==> config.mk <==
export PLATFORM = sky130hd
export DESIGN_NAME = regs_xfer_sequencer_flat
export DESIGN_NICKNAME = d
export VERILOG_FILES = /design/src/rtl/regs_xfer_sequencer_if.sv /design/src/rtl/regs_xfer_sequencer.sv /design/src/flat_wrapper.sv
export SDC_FILE = /design/constraint.sdc
export NUM_CORES = 1
export LEC_CHECK = 0
export CORE_AREA = 2 2 61 120
export CTS_BUF_LIST = sky130_fd_sc_hd__clkbuf_16
export CTS_CLUSTER_SIZE = 20
export DETAILED_ROUTE_END_ITERATION = 8
export DIE_AREA = 0 0 63 122
export PLACE_DENSITY = 0.63
export RECOVER_POWER = 50
export SLEW_MARGIN = 10
export SYNTH_ARGS = -nofsm -noshare
export SYNTH_HDL_FRONTEND = slang
export SYNTH_SLANG_ARGS = --single-unit
==> constraint.sdc <==
create_clock -name clk -period 5.2 [get_ports clk]
set_input_delay 0.78 -clock clk [delete_from_list [all_inputs] [get_ports clk]]
set_output_delay 0.78 -clock clk [all_outputs]
set_load 0.01 [all_outputs]
==> src/rtl/regs_xfer_sequencer_if.sv <==
// Shared types for the register-transfer sequencer plus the interface that
// bundles the decoder-side handshake and the regs-side bus drive.
// master: microcode decoder / driver side.  slave: the sequencer itself.

package regs_xfer_pkg;

    // Bus endpoints of the register file; REG_ALU and REG_IMM are source-only.
    typedef enum logic [3:0] {
        REG_A, REG_B, REG_XL, REG_XH, REG_YL, REG_YH, REG_SPL, REG_SPH,
        REG_MX, REG_MY, REG_MSP, REG_MN, REG_ALU, REG_IMM
    } reg_type;

    typedef enum logic [1:0] {
        CYCLE_NONE, CYCLE_REG_FETCH, CYCLE_REG_WRITE
    } microcode_cycle;

    // Endpoints that address data memory rather than a register.
    function automatic logic is_mem(reg_type r);
        return (r == REG_MX) || (r == REG_MY) || (r == REG_MSP) || (r == REG_MN);
    endfunction

endpackage

interface regs_xfer_sequencer_if #(parameter int IMMED_W = 4) ();
    import regs_xfer_pkg::*;

    logic                 xfer_valid;
    logic                 xfer_ready;
    reg_type              xfer_src;
    reg_type              xfer_dst;
    logic [IMMED_W-1:0]   xfer_immed;
    logic                 stall;
    microcode_cycle       current_cycle;
    reg_type              bus_input_selector;
    reg_type              bus_output_selector;
    logic [IMMED_W-1:0]   immed;
    logic                 busy;
    logic                 xfer_done;
    logic                 bad_dst;

    modport master (
        output xfer_valid, xfer_src, xfer_dst, xfer_immed, stall,
        input  xfer_ready, current_cycle, bus_input_selector, bus_output_selector,
               immed, busy, xfer_done, bad_dst
    );

    modport slave (
        input  xfer_valid, xfer_src, xfer_dst, xfer_immed, stall,
        output xfer_ready, current_cycle, bus_input_selector, bus_output_selector,
               immed, busy, xfer_done, bad_dst
    );

endinterface

==> src/rtl/regs_xfer_sequencer.sv <==
// Register-transfer sequencer: buffers micro-ops in a small FIFO and plays each
// out as a FETCH->WRITE slot toward the register/bus file. All outputs registered.
// Optional feature macro: SEQ_MEM_HAZARD_BUBBLE_EN -- inserts one idle cycle
// between a memory-target write and a following memory-source fetch.

module regs_xfer_sequencer
    import regs_xfer_pkg::*;
#(
    parameter int DEPTH   = 4,
    parameter int IMMED_W = 4
) (
    input  logic                   clk,
    input  logic                   reset_n,
    regs_xfer_sequencer_if.slave   bus
);

    localparam int AW = $clog2(DEPTH);
    localparam int PW = AW + 1;

    typedef struct packed {
        reg_type            src;
        reg_type            dst;
        logic [IMMED_W-1:0] immed;
    } xfer_t;

    typedef enum logic [1:0] {S_IDLE, S_FETCH, S_WRITE} state_t;

    xfer_t              mem_q [DEPTH];
    logic [PW-1:0]      wr_ptr_q, rd_ptr_q, wr_ptr_d, rd_ptr_d;
    logic               empty, full_d, push, pop, hazard;
    xfer_t              head;

    state_t             state_q, state_d;
    microcode_cycle     cycle_q, cycle_d;
    reg_type            src_q, src_d, dst_q, dst_d;
    logic [IMMED_W-1:0] imm_q, imm_d;
    logic               ready_q, busy_q, busy_d, done_q, done_d, bad_q, bad_d;

    // Pointers carry one extra wrap bit so full and empty are distinguishable.
    assign empty = (wr_ptr_q == rd_ptr_q);
    assign push  = bus.xfer_valid & ready_q;
    assign head  = mem_q[rd_ptr_q[AW-1:0]];
    assign bad_d = push & ((bus.xfer_dst == REG_ALU) | (bus.xfer_dst == REG_IMM));

    // dst_q still holds the op in its WRITE slot, i.e. the last issued dst.
`ifdef SEQ_MEM_HAZARD_BUBBLE_EN
    assign hazard = is_mem(dst_q) & is_mem(head.src);
`else
    assign hazard = 1'b0;
`endif

    assign wr_ptr_d = wr_ptr_q + {{AW{1'b0}}, push};
    assign rd_ptr_d = rd_ptr_q + {{AW{1'b0}}, pop};
    assign full_d   = (wr_ptr_d[AW] != rd_ptr_d[AW]) &&
                      (wr_ptr_d[AW-1:0] == rd_ptr_d[AW-1:0]);
    assign busy_d   = (wr_ptr_d != rd_ptr_d) || (state_d != S_IDLE);

    // Slot sequencing and next values of the registered bus drive.
    always_comb begin
        state_d = state_q;
        cycle_d = cycle_q;
        src_d   = src_q;
        dst_d   = dst_q;
        imm_d   = imm_q;
        done_d  = 1'b0;
        pop     = 1'b0;
        if (!bus.stall) begin
            unique case (state_q)
                S_IDLE: begin
                    if (!empty) begin
                        pop     = 1'b1;
                        state_d = S_FETCH;
                    end
                end
                S_FETCH: begin
                    state_d = S_WRITE;
                    done_d  = 1'b1;
                end
                S_WRITE: begin
                    if (!empty && !hazard) begin
                        pop     = 1'b1;
                        state_d = S_FETCH;
                    end else begin
                        state_d = S_IDLE;
                    end
                end
                default: state_d = S_IDLE;
            endcase

            unique case (state_d)
                S_FETCH: cycle_d = CYCLE_REG_FETCH;
                S_WRITE: cycle_d = CYCLE_REG_WRITE;
                default: begin
                    cycle_d = CYCLE_NONE;
                    src_d   = REG_IMM;
                    dst_d   = REG_IMM;
                    imm_d   = '0;
                end
            endcase

            if (pop) begin
                src_d = head.src;
                dst_d = head.dst;
                imm_d = head.immed;
            end
        end
    end

    // FIFO storage; contents are don't-care once the pointers are reset.
    always_ff @(posedge clk) begin
        if (push) mem_q[wr_ptr_q[AW-1:0]] <= '{src: bus.xfer_src, dst: bus.xfer_dst,
                                                immed: bus.xfer_immed};
    end

    // State, pointers and all registered outputs; reset aborts any slot in flight.
    always_ff @(posedge clk or negedge reset_n) begin
        if (!reset_n) begin
            wr_ptr_q <= '0;
            rd_ptr_q <= '0;
            state_q  <= S_IDLE;
            cycle_q  <= CYCLE_NONE;
            src_q    <= REG_IMM;
            dst_q    <= REG_IMM;
            imm_q    <= '0;
            ready_q  <= 1'b0;
            busy_q   <= 1'b0;
            done_q   <= 1'b0;
            bad_q    <= 1'b0;
        end else begin
            wr_ptr_q <= wr_ptr_d;
            rd_ptr_q <= rd_ptr_d;
            state_q  <= state_d;
            cycle_q  <= cycle_d;
            src_q    <= src_d;
            dst_q    <= dst_d;
            imm_q    <= imm_d;
            ready_q  <= !full_d;
            busy_q   <= busy_d;
            done_q   <= done_d;
            bad_q    <= bad_d;
        end
    end

    assign bus.xfer_ready          = ready_q;
    assign bus.current_cycle       = cycle_q;
    assign bus.bus_input_selector  = src_q;
    assign bus.bus_output_selector = dst_q;
    assign bus.immed               = imm_q;
    assign bus.busy                = busy_q;
    assign bus.xfer_done           = done_q;
    assign bus.bad_dst             = bad_q;

endmodule

==> src/flat_wrapper.sv <==
// flat-port wrapper written by rule: the top's interface ports become plain ports
module regs_xfer_sequencer_flat import regs_xfer_pkg::*;
#(
    parameter int DEPTH   = 4,
    parameter int IMMED_W = 4
)
  (clk, reset_n, bus_xfer_valid, bus_xfer_src, bus_xfer_dst, bus_xfer_immed, bus_stall, bus_xfer_ready, bus_current_cycle, bus_bus_input_selector, bus_bus_output_selector, bus_immed, bus_busy, bus_xfer_done, bus_bad_dst);
  regs_xfer_sequencer_if #(.IMMED_W(IMMED_W)) bus_i ();
  input  logic clk;
  input  logic reset_n;
  input wire logic [$bits(bus_i.xfer_valid)-1:0] bus_xfer_valid;
  input wire logic [$bits(bus_i.xfer_src)-1:0] bus_xfer_src;
  input wire logic [$bits(bus_i.xfer_dst)-1:0] bus_xfer_dst;
  input wire logic [$bits(bus_i.xfer_immed)-1:0] bus_xfer_immed;
  input wire logic [$bits(bus_i.stall)-1:0] bus_stall;
  output wire logic [$bits(bus_i.xfer_ready)-1:0] bus_xfer_ready;
  output wire logic [$bits(bus_i.current_cycle)-1:0] bus_current_cycle;
  output wire logic [$bits(bus_i.bus_input_selector)-1:0] bus_bus_input_selector;
  output wire logic [$bits(bus_i.bus_output_selector)-1:0] bus_bus_output_selector;
  output wire logic [$bits(bus_i.immed)-1:0] bus_immed;
  output wire logic [$bits(bus_i.busy)-1:0] bus_busy;
  output wire logic [$bits(bus_i.xfer_done)-1:0] bus_xfer_done;
  output wire logic [$bits(bus_i.bad_dst)-1:0] bus_bad_dst;
  assign bus_i.xfer_valid = bus_xfer_valid;
  assign bus_i.xfer_src = bus_xfer_src;
  assign bus_i.xfer_dst = bus_xfer_dst;
  assign bus_i.xfer_immed = bus_xfer_immed;
  assign bus_i.stall = bus_stall;
  assign bus_xfer_ready = bus_i.xfer_ready;
  assign bus_current_cycle = bus_i.current_cycle;
  assign bus_bus_input_selector = bus_i.bus_input_selector;
  assign bus_bus_output_selector = bus_i.bus_output_selector;
  assign bus_immed = bus_i.immed;
  assign bus_busy = bus_i.busy;
  assign bus_xfer_done = bus_i.xfer_done;
  assign bus_bad_dst = bus_i.bad_dst;
  regs_xfer_sequencer #(.DEPTH(DEPTH), .IMMED_W(IMMED_W)) u_core (.clk(clk), .reset_n(reset_n), .bus(bus_i));
endmodule
* Word-level counts from Yosys, hierarchy flattened
Memory sizes are Yosys's and may differ from the RTL's. Index checks and enable logic that the tools add are counted.
Cells by class: bitwise logic cells 4, reductions and logical operators 8, add/sub/neg operators 2, equality and inequality tests 11, mux-type cells 19
Operators with widths (number):
- 4-bit two-way mux | 5
- 1-bit two-way mux | 9
- 4-bit equality test (second input constant) | 2
- 3-bit by 1-bit adder with 3-bit output | 2
- 2-bit two-way mux | 3
- 2-bit case mux with 3 select lines | 1
- 2-bit by 1-bit equality test with 1-bit output (second input constant) | 2
- 2-bit equality test (second input constant) | 2
- 2-bit case mux with 2 select lines | 1
- 2-bit OR reduction | 2
- 3-bit equality test | 1
- 3-bit != test | 1
- 1-bit bitwise AND | 2
- 2-bit equality test | 1
- 2-bit zero test | 1
- 2-bit by 1-bit != test with 1-bit output (second input constant) | 1
- 2-bit AND reduction | 1
- 2-bit nonzero test | 1
- 1-bit logical AND | 1
- 1-bit zero test | 1
- 1-bit logical OR | 1
- 1-bit != test | 1
- 1-bit inverter | 1
- 1-bit OR | 1
Storage, ports and cells: logic and storage cells 56, memories 1, input bits 16, RAM bits 48, bits in registers 26
Memories:
- u_core.mem_q | depth 4, width 12, read ports 1, clocked after memory_dff 0, write ports 1, RTL line regs_xfer_sequencer.sv:28 | xfer_t mem_q [DEPTH];

* Logic depth before layout (Yosys ltp)
depth in word-level cells 9, mapped depth 9, gate-level depth less buffers 8

* Worst setup path before layout
Ideal clock, no wire load.
path type input-to-reg, start point input bus_stall, end point register u_core.busy_q (netlist: u_core.bus.busy), data required time 5.068 ns, cell stages on the path 9, slack 2.857 ns, setup time 0.132 ns, arrival 2.211 ns, path through clkbuf_1 > a311o_1 > buf_6 > inv_4 > ha_1 > ha_1 > xor2_1 > xor2_1 > nand4_1
On the way: word-level cells in the longest chain between the ends 4, elaborated cells on any way between the ends 6, classes of those cells 1 x add/sub; 1 x eq/ne; 2 x mux; 2 x reduce/logical
RTL lines:
- from (decl) | RTL line flat_wrapper.sv:15 | input wire logic [$bits(bus_i.stall)-1:0] bus_stall;
- 1-bit two-way mux | RTL line regs_xfer_sequencer.sv:67 | if (!bus.stall) begin
- 3-bit by 1-bit adder with 3-bit output | RTL line regs_xfer_sequencer.sv:53 | assign rd_ptr_d = rd_ptr_q + {{AW{1'b0}}, pop};
- named net u_core.rd_ptr_d[2] | RTL line regs_xfer_sequencer.sv:29 | logic [PW-1:0] wr_ptr_q, rd_ptr_q, wr_ptr_d, rd_ptr_d;
- 3-bit != test | RTL line regs_xfer_sequencer.sv:56 | assign busy_d = (wr_ptr_d != rd_ptr_d) || (state_d != S_IDLE);
- 1-bit logical OR | RTL line regs_xfer_sequencer.sv:56
- named net u_core.busy_d | RTL line regs_xfer_sequencer.sv:37 | logic ready_q, busy_q, busy_d, done_q, done_d, bad_q, bad_d;
- to (signal assigned) | RTL line regs_xfer_sequencer.sv:138 | busy_q <= busy_d;
- to (decl) | RTL line regs_xfer_sequencer.sv:37
The timed path passes the listed nets, and every way through them passes these cells. A chain may end at the register's enable or synchronous reset.

* Final worst setup path
Ends and elaborated chain as after synthesis.

==> impl_metrics.py <==
metrics = {
    "critical_path": {
        "critPathBufInv": 2,
        "critPathMaxStageDelay_ns": 0.65,
        "cp_slowest_cell": "dlygate4sd3_1",
        "cp_data_required_time_ns": 5.38,
        "end_kind": "flip-flop",
        "worst-setup-path-type": "in2reg",
        "startpoint_type": "input port",
        "cp_cell_sequence": "dlygate4sd3_1, a311o_1, inv_4, ha_1, ha_1, xor2_1, xor2_1, nand4_1",
        "path_depth": 8,
        "worstRegToRegCells": 8,
        "cp.arrival_ns": 2.97,
        "worst-path-max-fanout": 10,
        "path_delay_family": "buffers and inverters",
    },
    "grt": {
        "grt_usage_pct": 14.3,
        "grt_max_degree": 27,
        "grt_pass1_vias": 1457,
        "met3_usage_pct": 4.25,
        "grtUsageMet1_pct": 16.2,
        "grt_remaining_overflow": 0,
        "met2_usage_pct": 24.7,
        "grt_pass1_wl_um": 7910,
        "grt_antenna_before_repair": 0,
        "busiest_layer": "met2",
    },
    "sta": {
        "tightest_slew_ns": 1.35,
        "worst_slack_ns": 2.41,
        "clock_skew_ns": 0.00652,
        "rsz0062_at_grt": "no",
        "tns_ns": 0,
        "fmax_ghz": 0.359,
        "fin_crit_sh_pct": 53.6,
        "hold_viol": 0,
        "hold_ws_ns": 0.484,
        "min_period_ns": 2.79,
        "report.final.slew_viol_count": 0,
        "finalSetupViolCount": 0,
        "max_slew_margin_pct": 9.91,
    },
    "yosys": {
        "synth_area_leader_cell": "edfxtp_1",
        "ys_ff_latch": 74,
        "synth_cells": 140,
        "synth.distinct_cells": 27,
        "yosysSeqAreaShare_pct": 76.0,
        "avgSynthCellArea_um2": 19.7,
        "synth_area_leaders": "edfxtp_1 52%, dfrtp_1 18%, mux4_2 9.8%",
        "synth_warnings": 0,
        "synth_nets": 160,
        "synth_top_area_share_pct": 52.2,
        "syn_area_um2": 2760,
    },
    "placement": {
        "post_dp_cell_area_um2": 3200,
        "post-place-cells": 261,
        "port-buffer-count": 33,
        "gp_congestion": 0.757,
        "place_hpwl_um": 3130,
        "dp_worst_setup_slack_ns": 2.14,
    },
    "detailed_routing": {
        "dr_total_vias": 1364,
        "wl_per_cell_um": 17.1,
        "routed_wl_um": 4730,
        "drcViolationCount": 0,
        "via_per_inst": 4.92,
        "drt-pass1-iter-count": 4,
        "antenna_left": 0,
        "drtIter0Drc": 74,
    },
    "clocking": {
        "cts-root-buf": "clkbuf_16",
        "clock_latency_ns": 0.33,
        "htree_num_levels": 3,
        "tritoncts": "built",
        "cts_made_buffers": 9,
        "clkTransAtPathRegs_ns": 0.06,
        "cts.sinks": 74,
        "post_cts_resized": 0,
        "holdBufCountCts": 0,
        "post_cts_buffers": 0,
        "clock_path_buffers": 2,
    },
    "outcome": {
        "status": "finished, final reports clean",
    },
    "floorplanning": {
        "die_w_um": 63,
        "die_y_um": 122,
        "rows": 43,
        "num_io_pins": 34,
        "start_util_pct": 40.4,
        "core-area_um2": 6830,
        "dieArea_um2": 7690,
    },
    "pwr": {
        "peakVddDrop_mv": 0.385,
        "p_leak_nw": 1.30,
        "power_density_nw_per_um2": 616,
    },
    "run": {
        "maxCapViolCount": 0,
    },
    "cells_and_area": {
        "final_area_um2": 3510,
        "synthToLayoutAreaGrowth_pct": 27.2,
        "finalNetCount": 202,
        "diodes": 0,
        "instances_no_fill": 277,
        "drive_above_1_share_pct": 19.8,
    },
    "min_path": {
        "hold_path.class": "reg2reg",
        "hold_path_depth": 1,
    },
}
## Yosys cell counts, drive strengths merged
cell type and count:
dfstp 6, a21o 2, dfrtp 20, a22o 6, clkbuf 1, nand2b 1
inv 3, o22a 6, ha 4, edfxtp 48, a311o 1, buf 4
a21oi 1, nor3b 2, nor3 2, nand4 1, xnor2 4, mux4 12
nor2b 2, and3 1, or2 1, nand2 6, nor2 2, xor2 4
## through the flow
step           util, %  power, mW
6_report          51.4       2.17
5_1_grt           51.4       2.29
4_1_cts           51.6       2.21
3_5_place_dp      46.8       1.54
3_3_place_gp      46.8       1.52
2_1_floorplan        -       1.30
## routing by layer
layer | part of all wire [%] | wire, µm
met1 | 39 | 1860
met2 | 54 | 2540
met3 | 4.9 | 231
met4 | 2.1 | 97
met5 | 0 | 0
## sequential cells by signal (all words and copies together) (netlist names)
| signal | cells |
|---|---|
| u_core.rd_ptr_q | 3 |
| u_core.bus.bus_input_selector | 4 |
| u_core.mem_q | 48 |
| u_core.bus.xfer_done | 1 |
| u_core.bus.immed | 4 |
| u_core.bus.bus_output_selector | 4 |
| u_core.bus.current_cycle | 2 |
| u_core.bus.xfer_ready | 1 |
| u_core.state_q | 2 |
| u_core.bus.bad_dst | 1 |
| u_core.bus.busy | 1 |
| u_core.wr_ptr_q | 3 |
## path summary, 6_finish.rpt
kind                       slack, ns                                      end                               startpoint
min in group asynchronous       0.74             u_core.wr_ptr_q[2]$_DFF_PN0_                                  reset_n
setup reg to reg                2.43                u_core.bus.busy$_DFF_PN0_             u_core.rd_ptr_q[0]$_DFF_PN0_
hold / removal                  0.48  u_core.bus.current_cycle[1]$_DFFE_PN0N_  u_core.bus.current_cycle[1]$_DFFE_PN0N_
hold reg to reg                 0.48  u_core.bus.current_cycle[1]$_DFFE_PN0N_  u_core.bus.current_cycle[1]$_DFFE_PN0N_
max in group asynchronous       3.65           u_core.bus.xfer_done$_DFF_PN0_                                  reset_n
setup / recovery                2.41                u_core.bus.busy$_DFF_PN0_                                bus_stall
## kinds of logic (layout without fill, tap and decap cells)
group	Yosys count	in the layout	synth area share (%)
mux	12	12	9.79
simple gates	18	18	3.35
buf+inv	8	55	1.59
compound gates	16	16	4.89
fa+ha+maj	4	4	1.81
flops	74	74	76.0
xor+xnor	8	8	2.54
## cell usage in the layout (no fill, tap or decap), types with 2 or more instances in the layout
cell,count
buf_4,2
dfrtp_1,20
nor2b_1,2
a21o_1,2
dfstp_2,6
inv_1,2
xnor2_1,4
ha_1,4
edfxtp_1,48
nand2_1,6
clkbuf_16,9
bufinv_16,2
mux4_2,12
a22o_1,6
nor3_1,2
xor2_1,4
clkdlybuf4s50_1,18
dlygate4sd3_1,14
nor3b_1,2
clkbuf_1,2
nor2_1,2
o22a_1,6
## power breakdown
| part | internal, mW | total [mW] | switching (mW) |
|---|---|---|---|
| clock network | 0.424 | 0.660 | 0.236 |
| registers | 0.809 | 0.936 | 0.127 |
| logic | 0.324 | 0.569 | 0.245 |
| total | 1.56 | 2.17 | 0.607 |
## final cells by class
class	count	area, µm²
Sequential cell	74	2100
Clock inverter	7	101
Fill cell	562	3320
Inverter	3	13.8
Timing Repair Buffer	36	343
Multi-Input combinational cell	58	618
Tap cell	90	113
Clock buffer	9	225
Power figures use the tool's default switching activity.
